==> src/rtl/btn_conditioner.sv <==
// Push-button front end: 2-flop synchroniser, per-button debounce, and a direction
// arbiter that keeps btn_out[4:1] either all-zero or exactly one-hot.
module btn_conditioner #(
    parameter int unsigned DEBOUNCE_CYCLES = 1000000,
    parameter int unsigned CNT_W           = 20
) (
    input  logic       clk,
    input  logic       rst,
    input  logic [4:0] btn_raw,
    output logic [4:0] btn_out,
    output logic [4:0] press_pulse,
    output logic       multi_dir
);

    typedef enum logic {
        IDLE,
        HOLD
    } arb_state_t;

    localparam logic [CNT_W-1:0] CNT_MAX = CNT_W'(DEBOUNCE_CYCLES - 1);

    logic [4:0]       sync1;
    logic [4:0]       sync2;
    logic [4:0]       stable;
    logic [4:0]       stable_d;
    logic [CNT_W-1:0] cnt [5];

    arb_state_t state;
    arb_state_t state_nxt;
    logic [3:0] dir_low;
    logic [3:0] dir_nxt;
    logic       multi_nxt;

    // NOTE: sequential state uses non-blocking assignments so every flop samples pre-edge values.
    always_ff @(posedge clk or negedge rst) begin
        if (!rst) begin
            sync1 <= '0;
            sync2 <= '0;
        end else begin
            sync1 <= btn_raw;
            sync2 <= sync1;
        end
    end

    // Each counter only runs while its input disagrees with the accepted level.
    always_ff @(posedge clk or negedge rst) begin
        if (!rst) begin
            stable <= '0;
            for (int i = 0; i < 5; i++) begin
                cnt[i] <= '0;
            end
        end else begin
            for (int i = 0; i < 5; i++) begin
                if (sync2[i] == stable[i]) begin
                    cnt[i] <= '0;
                end else if (cnt[i] == CNT_MAX) begin
                    stable[i] <= sync2[i];
                    cnt[i]    <= '0;
                end else begin
                    cnt[i] <= cnt[i] + 1'b1;
                end
            end
        end
    end

    // Isolate the lowest set direction bit.
    assign dir_low = stable[4:1] & (~stable[4:1] + 4'd1);

    // NOTE: every always_comb output gets a default first, so no path can infer a latch.
    always_comb begin
        state_nxt = state;
        dir_nxt   = btn_out[4:1];
        unique case (state)
            IDLE: begin
                dir_nxt = '0;
                if (stable[4:1] != 4'b0) begin
                    dir_nxt   = dir_low;
                    state_nxt = HOLD;
                end
            end
            HOLD: begin
                // The registered grant doubles as the held index.
                if ((stable[4:1] & btn_out[4:1]) == 4'b0) begin
                    dir_nxt   = '0;
                    state_nxt = IDLE;
                end
            end
        endcase
    end

    assign multi_nxt = ($countones(stable[4:1]) >= 2);

    always_ff @(posedge clk or negedge rst) begin
        if (!rst) begin
            state       <= IDLE;
            stable_d    <= '0;
            btn_out     <= '0;
            press_pulse <= '0;
            multi_dir   <= 1'b0;
        end else begin
            state       <= state_nxt;
            stable_d    <= stable;
            btn_out     <= {dir_nxt, stable[0]};
            press_pulse <= stable & ~stable_d;
            multi_dir   <= multi_nxt;
        end
    end

endmodule

==> config.mk <==
export PLATFORM = sky130hd
export DESIGN_NAME = btn_conditioner
export DESIGN_NICKNAME = d
export VERILOG_FILES = /design/src/rtl/btn_conditioner.sv
export SDC_FILE = /design/constraint.sdc
export NUM_CORES = 1
export LEC_CHECK = 0
export ABC_CLOCK_PERIOD_IN_PS = 3600
export CAP_MARGIN = 20
export CORE_AREA = 2 2 114 116
export CTS_BUF_LIST = sky130_fd_sc_hd__clkbuf_4
export DETAILED_ROUTE_END_ITERATION = 12
export DIE_AREA = 0 0 116 118
export HOLD_SLACK_MARGIN = 0.03
export PLACE_DENSITY = 0.76
export SETUP_SLACK_MARGIN = 0.15
export SLEW_MARGIN = 20
export SYNTH_ARGS = -nofsm -noshare
export SYNTH_HDL_FRONTEND = slang
export SYNTH_SLANG_ARGS = --single-unit
==> constraint.sdc <==
create_clock -name clk -period 3.6 [get_ports clk]
set_clock_uncertainty 0.05 [all_clocks]
set_input_delay 0.72 -clock clk [delete_from_list [all_inputs] [get_ports clk]]
set_output_delay 0.72 -clock clk [all_outputs]
set_load 0.005 [all_outputs]
After elaboration in Yosys (flattened, before gate mapping)
Index checks and enable logic that the tools add are counted.
{ "classes": {"add_sub_neg": 9, "magnitude_cmp": 1, "n_eq_ne": 11, "mux": 16, "bitwise": 11, "n_reduce_logical": 7} }
{ "op_table": {"columns": ["cell", "n"], "rows": [
  ["$mux 20", 10],
  ["$add 20x1->20 const B", 5],
  ["$eq 20x20->1 const B", 5],
  ["$reduce_and 2->1", 5],
  ["$and 4x4->4", 2],
  ["$mux 4", 2],
  ["$pmux 4 s2", 1],
  ["$not 1->1", 6],
  ["$and 5x5->5", 1],
  ["$eq 1x1->1", 5],
  ["$not 5->5", 1],
  ["$add 1x1->2", 2],
  ["$add 4x1->4 const B", 1],
  ["$logic_not 4->1", 1],
  ["$not 4->4", 1],
  ["$reduce_bool 4->1", 1],
  ["$add 2x2->3", 1],
  ["$ge 3x2->1 const B", 1],
  ["$mux 1", 2],
  ["$ne 2x1->1 const B", 1],
  ["$pmux 1 s2", 1]
]} }
{ "word_totals": {"regBits": 132, "inputBits": 7, "output_inout_bits": 11, "elab_cells": 73} }

Depth between registers and ports, before layout
Gate-level depths: netlist of the first run.
{ "logic_depth": {"word_depth": 5, "ltp_mapped": 6} }

Worst setup path after synthesis of the first run
OpenSTA, ideal clock, no wires.
{ "synth_path": {"kind": "register to register", "startpoint": "register cnt[60] (netlist bit)", "endpoint": "register cnt[78] (netlist bit)", "setup_time_ns": 0.077, "arrival_ns": 1.711, "setup_slack_ns": 1.761, "stages_incl_launch_ff": 6, "period_less_slack_ns": 1.839, "path_cell_list": "dfrtp_1 -> ha_1 -> nand3_1 -> or3_1 -> or4_1 -> a21oi_1"} }
{ "synth_between": {"elab_chain_cells": 3, "elab_cells_between_ends": 4, "cone_classes": "1 x add/sub; 1 x eq/ne; 2 x mux"} }
{ "synth_rtl": {"columns": ["item", "line_no", "rtl"], "rows": [
  ["start, declared", "26", "logic [CNT_W-1:0] cnt [5];"],
  ["start signal, assigned by index", "60", "cnt[i] <= cnt[i] + 1'b1;"],
  ["$add 20x1->20 / $eq 20x20->1 (equally long branches)", "60, 56", null],
  ["$mux 20 *", "56", "end else if (cnt[i] == CNT_MAX) begin"],
  ["$mux 20 *", "54", "if (sync2[i] == stable[i]) begin"]
]} }
Every way passes the cells marked *; elsewhere a longest branch is shown, timed or not.
A chain may end at the register's enable or synchronous reset.

Worst setup path in the final report of the first run
{ "layout_path": {"startpoint": "register cnt[40] (netlist bit)", "endpoint": "register cnt[54] (netlist bit)"} }
Same word-level chain as after synthesis.

==> run summary, run 1 <==
status -> finished clean
Die Footprint -> 13700 µm²
Rows -> 41
largest net degree at the start of global routing -> 64
Final Hold Violating Endpoints -> 0
Peak Freq -> 437 MHz
Ports -> 18
CTS tree -> built
Syn Inst Count -> 582
post-synthesis sequential area ratio -> 53.4%
Syn Area/Cell -> 10.5 µm²
Final ANT Viol Nets -> 0
Die Span X -> 116 µm
pre-CTS setup slack -> 1.34 ns
Vias per Instance -> 5.46
top post-synthesis cells by area -> dfrtp_1 53%, xnor2_1 6.7%, nor2_1 5.6%
Critical Path Source -> cnt[40]
worst skew pair latency -> 0.53 ns
CP Max Fanout -> 13
Leak Pwr -> 2.74 nW
reg2reg end -> cnt[54]
Worst-path clk slew -> 0.10 ns
Slew @ Worst Pin -> 0.771 ns
Period Utilization, post-route -> 63.5%
Starting DRT DRC Count -> 377
power per cell area -> 371 nW/µm²
root buf cell -> clkbuf_4
vias in the first global route -> 4264
number of flops mapped to enable cells by yosys -> 0
dpl hpwl -> 7760 µm
synthesized area -> 6130 µm²
CTS sink cnt -> 131
ANT cells -> 0
post_cts resized -> 0
setup slack, reg-to-reg -> 1.31 ns
Slew headroom -> 48.6%
worst min path class -> in -> async
Slowest-stage cell, CP -> o31ai_2
hold buffer count at cts -> 0
unrepaired setup endpoints after global routing -> false
R2R depth -> 6
Critical Path Sink Type -> flip-flop
Yosys warning count -> 0
worst path cell trace -> ha_1, nand2_1, or3_1, o31ai_2, buf_4, nor2_1
count leader, synth -> dfrtp_1
total negative setup slack -> 0 ns
synthesis-to-layout area growth -> 10.5%
Starting Density -> 49.4%
Core Area -> 12400 µm²
ys flop type -> dfrtp_1
crit-path max cell delay -> 0.56 ns
Peak VDD IR -> 241 µV
final setup margin -> 1.31 ns
Synth Net Count -> 597
post-synth top area cell -> dfrtp_1
DR pass1 iterations -> 4
CTS Buf Count -> 17
total track usage -> 17.9%
post-synthesis register bit count -> 131
DR vias -> 4343
height of the die -> 118 µm
port buffer count -> 17
CP Class -> reg -> reg
RR Startpoint -> cnt[40]
Routed WL -> 11200 µm
DRC viols -> 0
post-layout min period -> 2.29 ns
first-pass GRT wire length -> 19500 µm
Setup Fix Bufs, Post-CTS -> 0
initial antenna violation count -> 0
Setup Viol. Count Final -> 0
worst path arrival time -> 2.65 ns
post-synth cell types -> 47
Yosys top cell area share -> 53.4%
most frequent cells after synthesis -> 131 x dfrtp_1, 91 x nor2_1, 47 x xnor2_1
crit start category -> flip-flop
Critical Path Sink -> cnt[54]
# Max-Cap Violations -> 0
Final #Nets -> 627
WL per Instance -> 14.1 µm
H-tree levels -> 4
ys async rst share -> 100%
worst-case clock buffer depth -> 2
share of cells above drive strength 1 -> 9.47%
CP required -> 3.96 ns
Slew Viols, Final -> 0
overflow left after global routing -> 0
Final Wtd Congestion -> 0.831
total power draw -> 2.52 mW
[worst min path at each step]
stage                     endpoint  depth (start not counted)
after floorplan           sync2[0]                          0
after global placement    sync2[4]                          0
after detailed placement  sync2[4]                          0
after CTS                  cnt[62]                          1
after global routing       cnt[51]                          1
final                      cnt[51]                          1
[metal layers]
layer  GRT usage (%)  wire length [µm]  vias to the layer above
met5               0                 0                        -
met4            7.89               172                        0
met3            4.84               422                       14
met2            28.2              5520                       71
met1            23.0              5120                     2127
li1                -                 -                     2131
[where the power goes]
part | leakage (nW) | switching (mW) | internal (mW)
combinational | 0.802 | 0.0598 | 0.0272
clock | 0.148 | 0.486 | 0.434
sequential | 1.79 | 0.0183 | 1.49
[sequential cells by signal (all words and copies together) (netlist names)]
signal	count
btn_out	4
cnt	100
multi_dir	1
press_pulse	5
stable	5
stable_d	5
state	1
sync1	5
sync2	5
[area by class of cell]
class / instances / area, µm²
clock buffer: 22 / 165
clock inverter: 8 / 87.6
fill: 1105 / 5640
inverter: 21 / 78.8
multi-input combinational: 419 / 2730
sequential: 131 / 3280
tap: 172 / 215
timing repair buffer: 22 / 218
[stage by stage]
stage,instance area [µm²],util (%),hold WS (ns),std cells
after floorplan,6130,-,0.281,582
after global placement,6520,52.5,0.287,765
after detailed placement,6520,52.5,0.286,765
after CTS,6780,54.6,0.100,795
after global routing,6780,54.6,0.120,795
final,6780,54.6,0.126,795
[worst max-delay path, delay by kind of cell, from the launching register on]
kind | cells | cell delay [ns]
adder cells (fa/ha/maj) | 1 | 0.21
AND/OR/NAND/NOR | 3 | 0.66
AO/OA/AOI/OAI | 1 | 0.56
flip-flops | 1 | 0.39
buffers and inverters | 1 | 0.29
[logic make-up after synthesis]
group	Yosys count	synth area share, %
AO/OA/AOI/OAI	55	5.79
flip-flops	131	53.4
adder cells (fa/ha/maj)	8	1.75
AND/OR/NAND/NOR	276	25.1
XOR/XNOR	74	10.6
multiplexers	6	1.08
buffers and inverters	32	2.24
[cell usage in the layout, fill, tap and decap left out, types with 3 or more instances in the layout]
master / instances
xor2_1: 27
nand3_1: 36
nor3_1: 17
buf_4: 5
inv_1: 21
nor4b_1: 6
clkinv_2: 4
nor2_1: 91
o31ai_1: 8
nand2_1: 25
mux2_2: 3
xnor2_1: 47
a21oi_1: 21
or3_1: 12
o21ai_0: 14
and3_1: 10
or4_1: 8
ha_1: 7
nand4_2: 4
nand3_2: 4
nor4_1: 20
or4b_1: 7
nand4b_1: 3
nand4_1: 17
clkbuf_4: 22
o31ai_2: 3
clkdlybuf4s50_1: 16
dfrtp_1: 131
Power figures use the tool's default switching activity.
==> run 2, diff against run 1 <==
--- a/config.mk
+++ b/config.mk
@@ -5,14 +5,14 @@
 export SDC_FILE = /design/constraint.sdc
 export NUM_CORES = 1
 export LEC_CHECK = 0
-export ABC_CLOCK_PERIOD_IN_PS = 3600
+export ABC_CLOCK_PERIOD_IN_PS = 1850
 export CAP_MARGIN = 20
 export CORE_AREA = 2 2 114 116
 export CTS_BUF_LIST = sky130_fd_sc_hd__clkbuf_4
 export DETAILED_ROUTE_END_ITERATION = 12
 export DIE_AREA = 0 0 116 118
 export HOLD_SLACK_MARGIN = 0.03
-export PLACE_DENSITY = 0.76
+export PLACE_DENSITY = 0.79
 export SETUP_SLACK_MARGIN = 0.15
 export SLEW_MARGIN = 20
 export SYNTH_ARGS = -nofsm -noshare
==> constraint.sdc (replaced) <==
create_clock -name clk -period 1.85 [get_ports clk]
set_clock_uncertainty 0.05 [all_clocks]
set_input_delay 0.37 -clock clk [delete_from_list [all_inputs] [get_ports clk]]
set_output_delay 0.37 -clock clk [all_outputs]
set_load 0.005 [all_outputs]
==> run 2 against run 1 <==
Net effect:
- the run now ends with setup timing left
- cell area grew 29%
- first-iteration DRC count fell by 19%
- count of clock-buffer cells in the layout shrank 3
- final cell count up 16%
- sequential cell count is the same
- register-to-register slack lost 1.3 ns
- largest power group unchanged
- via count rose by 23%
==> run summary, run 2 (synthesized netlist as in run 1, its figures left out) <==
crit-path leading delay family -> simple AND/OR/NAND/NOR gates
Slew headroom -> 63.7% (+15 points)
Starting DRT DRC Count -> 306 (-19%)
Final Hold Violating Endpoints -> 0 (unchanged)
CTS tree -> built
dpl hpwl -> 8440 µm (+8.8%)
worst hold slack -> 0.203 ns (+0.0774 ns)
met3 Use GR -> 6.95% (+2.1 points)
Leak Pwr -> 3.56 nW (+30%)
GR Util met2 -> 35.6% (+7.4 points)
port buffer count -> 17 (unchanged)
Ports -> 18 (unchanged)
Slew @ Worst Pin -> 0.539 ns (-0.232 ns)
Critical Path Sink Type -> flip-flop
# fillers -> 804 (-27%)
Reg with most FFs -> cnt
multi-input gate area in the final layout -> 3490 µm² (+28%)
Peak VDD IR -> 507 µV (+110%)
register area -> 3300 µm² (+0.69%)
height of the die -> 118 µm (unchanged)
CP required -> 2.28 ns (-1.68 ns)
CP Class -> reg -> reg
Non-Filler Instances -> 926 (+16%)
worst skew pair latency -> 0.56 ns (+0.03 ns)
pre-CTS setup slack -> 0.00501 ns (-1.33 ns)
total track usage -> 21.6% (+3.7 points)
synthesis-to-layout area growth -> 42.1%
CTS sink cnt -> 131 (unchanged)
CTS Buf Count -> 17 (unchanged)
post-layout min period -> 1.88 ns (-0.407 ns)
WL per Instance -> 18.5 µm (+31%)
Starting Density -> 49.4% (unchanged)
worst path cell trace -> buf_4, ha_4, nand3_2, or3_4, or4_1, a21oi_1
M1 GR Usage -> 26.7% (+3.8 points)
Worst-path clk slew -> 0.11 ns (about the same)
final core utilization -> 70.2% (+16 points)
Cells after DPL -> 805 (+5.2%)
Vias per Instance -> 5.79 (+6.0%)
global route hottest layer -> met2
crit start category -> flip-flop
Final #Nets -> 757 (+21%)
unrepaired setup endpoints after global routing -> true
worst min path class -> in -> reg
root buf cell -> clkbuf_4
vias in the first global route -> 5033 (+18%)
first-pass GRT wire length -> 23600 µm (+21%)
worst-case clock buffer depth -> 2 (unchanged)
Slowest-stage cell, CP -> or4_1
H-tree levels -> 4 (unchanged)
setup slack, reg-to-reg -> -0.03 ns (-1.34 ns)
max reg flops -> 100 (unchanged)
largest net degree at the start of global routing -> 41 (-36%)
share of cells above drive strength 1 -> 43.6% (+34 points)
Period Utilization, post-route -> 102% (+38 points)
CP Max Fanout -> 4 (-9)
initial antenna violation count -> 0 (unchanged)
overflow left after global routing -> 0 (unchanged)
crit-path max cell delay -> 0.50 ns (-0.06 ns)
Routed WL -> 17100 µm (+52%)
worst path arrival time -> 2.31 ns (-0.34 ns)
Slew Viols, Final -> 0 (unchanged)
total negative setup slack -> -0.170 ns (-0.170 ns)
Rows -> 41 (unchanged)
Final ANT Viol Nets -> 0 (unchanged)
Setup Viol. Count Final -> 17 (+17)
Core Area -> 12400 µm² (unchanged)
# Max-Cap Violations -> 0 (unchanged)
most frequent cells in the layout -> 113 x dfrtp_1, 113 x buf_4, 47 x xnor2_1
Die Footprint -> 13700 µm² (unchanged)
DR pass1 iterations -> 5 (+1)
status -> finished, violations left
Die Span X -> 116 µm (unchanged)
DR vias -> 5363 (+23%)
DRC viols -> 0 (unchanged)
Final Wtd Congestion -> 0.902 (+8.6%)
Peak Freq -> 532 MHz (+22%)
Worst Path Buf+Inv -> 1 (unchanged)
final setup margin -> -0.0293 ns (-1.34 ns)
ANT cells -> 0 (unchanged)
power per cell area -> 639 nW/µm² (+72%)
failing checks -> setup timing
==> run 2: final cells by class <==
class	count	share of cell area, %
clock buffers	19	1.64
clock inverters	12	2.15
inverters	21	0.904
multi-input cells	419	40.0
flip-flops and latches	131	37.9
well taps	172	2.47
repair buffers	152	15.0
==> run 2: worst paths after layout <==
check | cells after the start | startpoint | end
worst max-delay path | 6 | cnt[60] | cnt[78]
worst min-delay path | 1 | btn_raw[4] | sync1[4]
worst max register to register | 6 | cnt[60] | cnt[78]
worst min register to register | 0 | sync1[3] | sync2[3]
max in group asynchronous | 3 | rst | cnt[4]
min in group asynchronous | 2 | rst | cnt[96]
==> run 2: where the power goes <==
| part | internal (mW) | leakage (nW) | switching [mW] |
|---|---|---|---|
| registers | 2.90 | 1.77 | 0.0386 |
| clock network | 1.21 | 0.175 | 1.05 |
| logic | 0.167 | 1.62 | 0.211 |
==> run 2: through the flow <==
step	area [µm²]	power, mW
3_5_place_dp	6890	3.19
3_3_place_gp	6890	3.18
6_report	8720	5.57
4_1_cts	7850	5.46
5_1_grt	8720	5.77
2_1_floorplan	6190	3.07
==> run 2: timing repair <==
item                                    4_1_cts  5_1_grt
gates resized for setup                      71      170
pin swaps                                    19       53
buffers inserted                             52       31
gates cloned                                  3        3
endpoints found under the hold margin        31        0
hold buffers                                  1        0
endpoints found under the setup margin       82      104
==> run 2: layer usage <==
metal  vias to the layer above  share of wire (%)
met5                         -                  0
met4                         0                2.8
met3                        49                4.3
met2                       180                 54
met1                      2742                 39
li1                       2392                  -
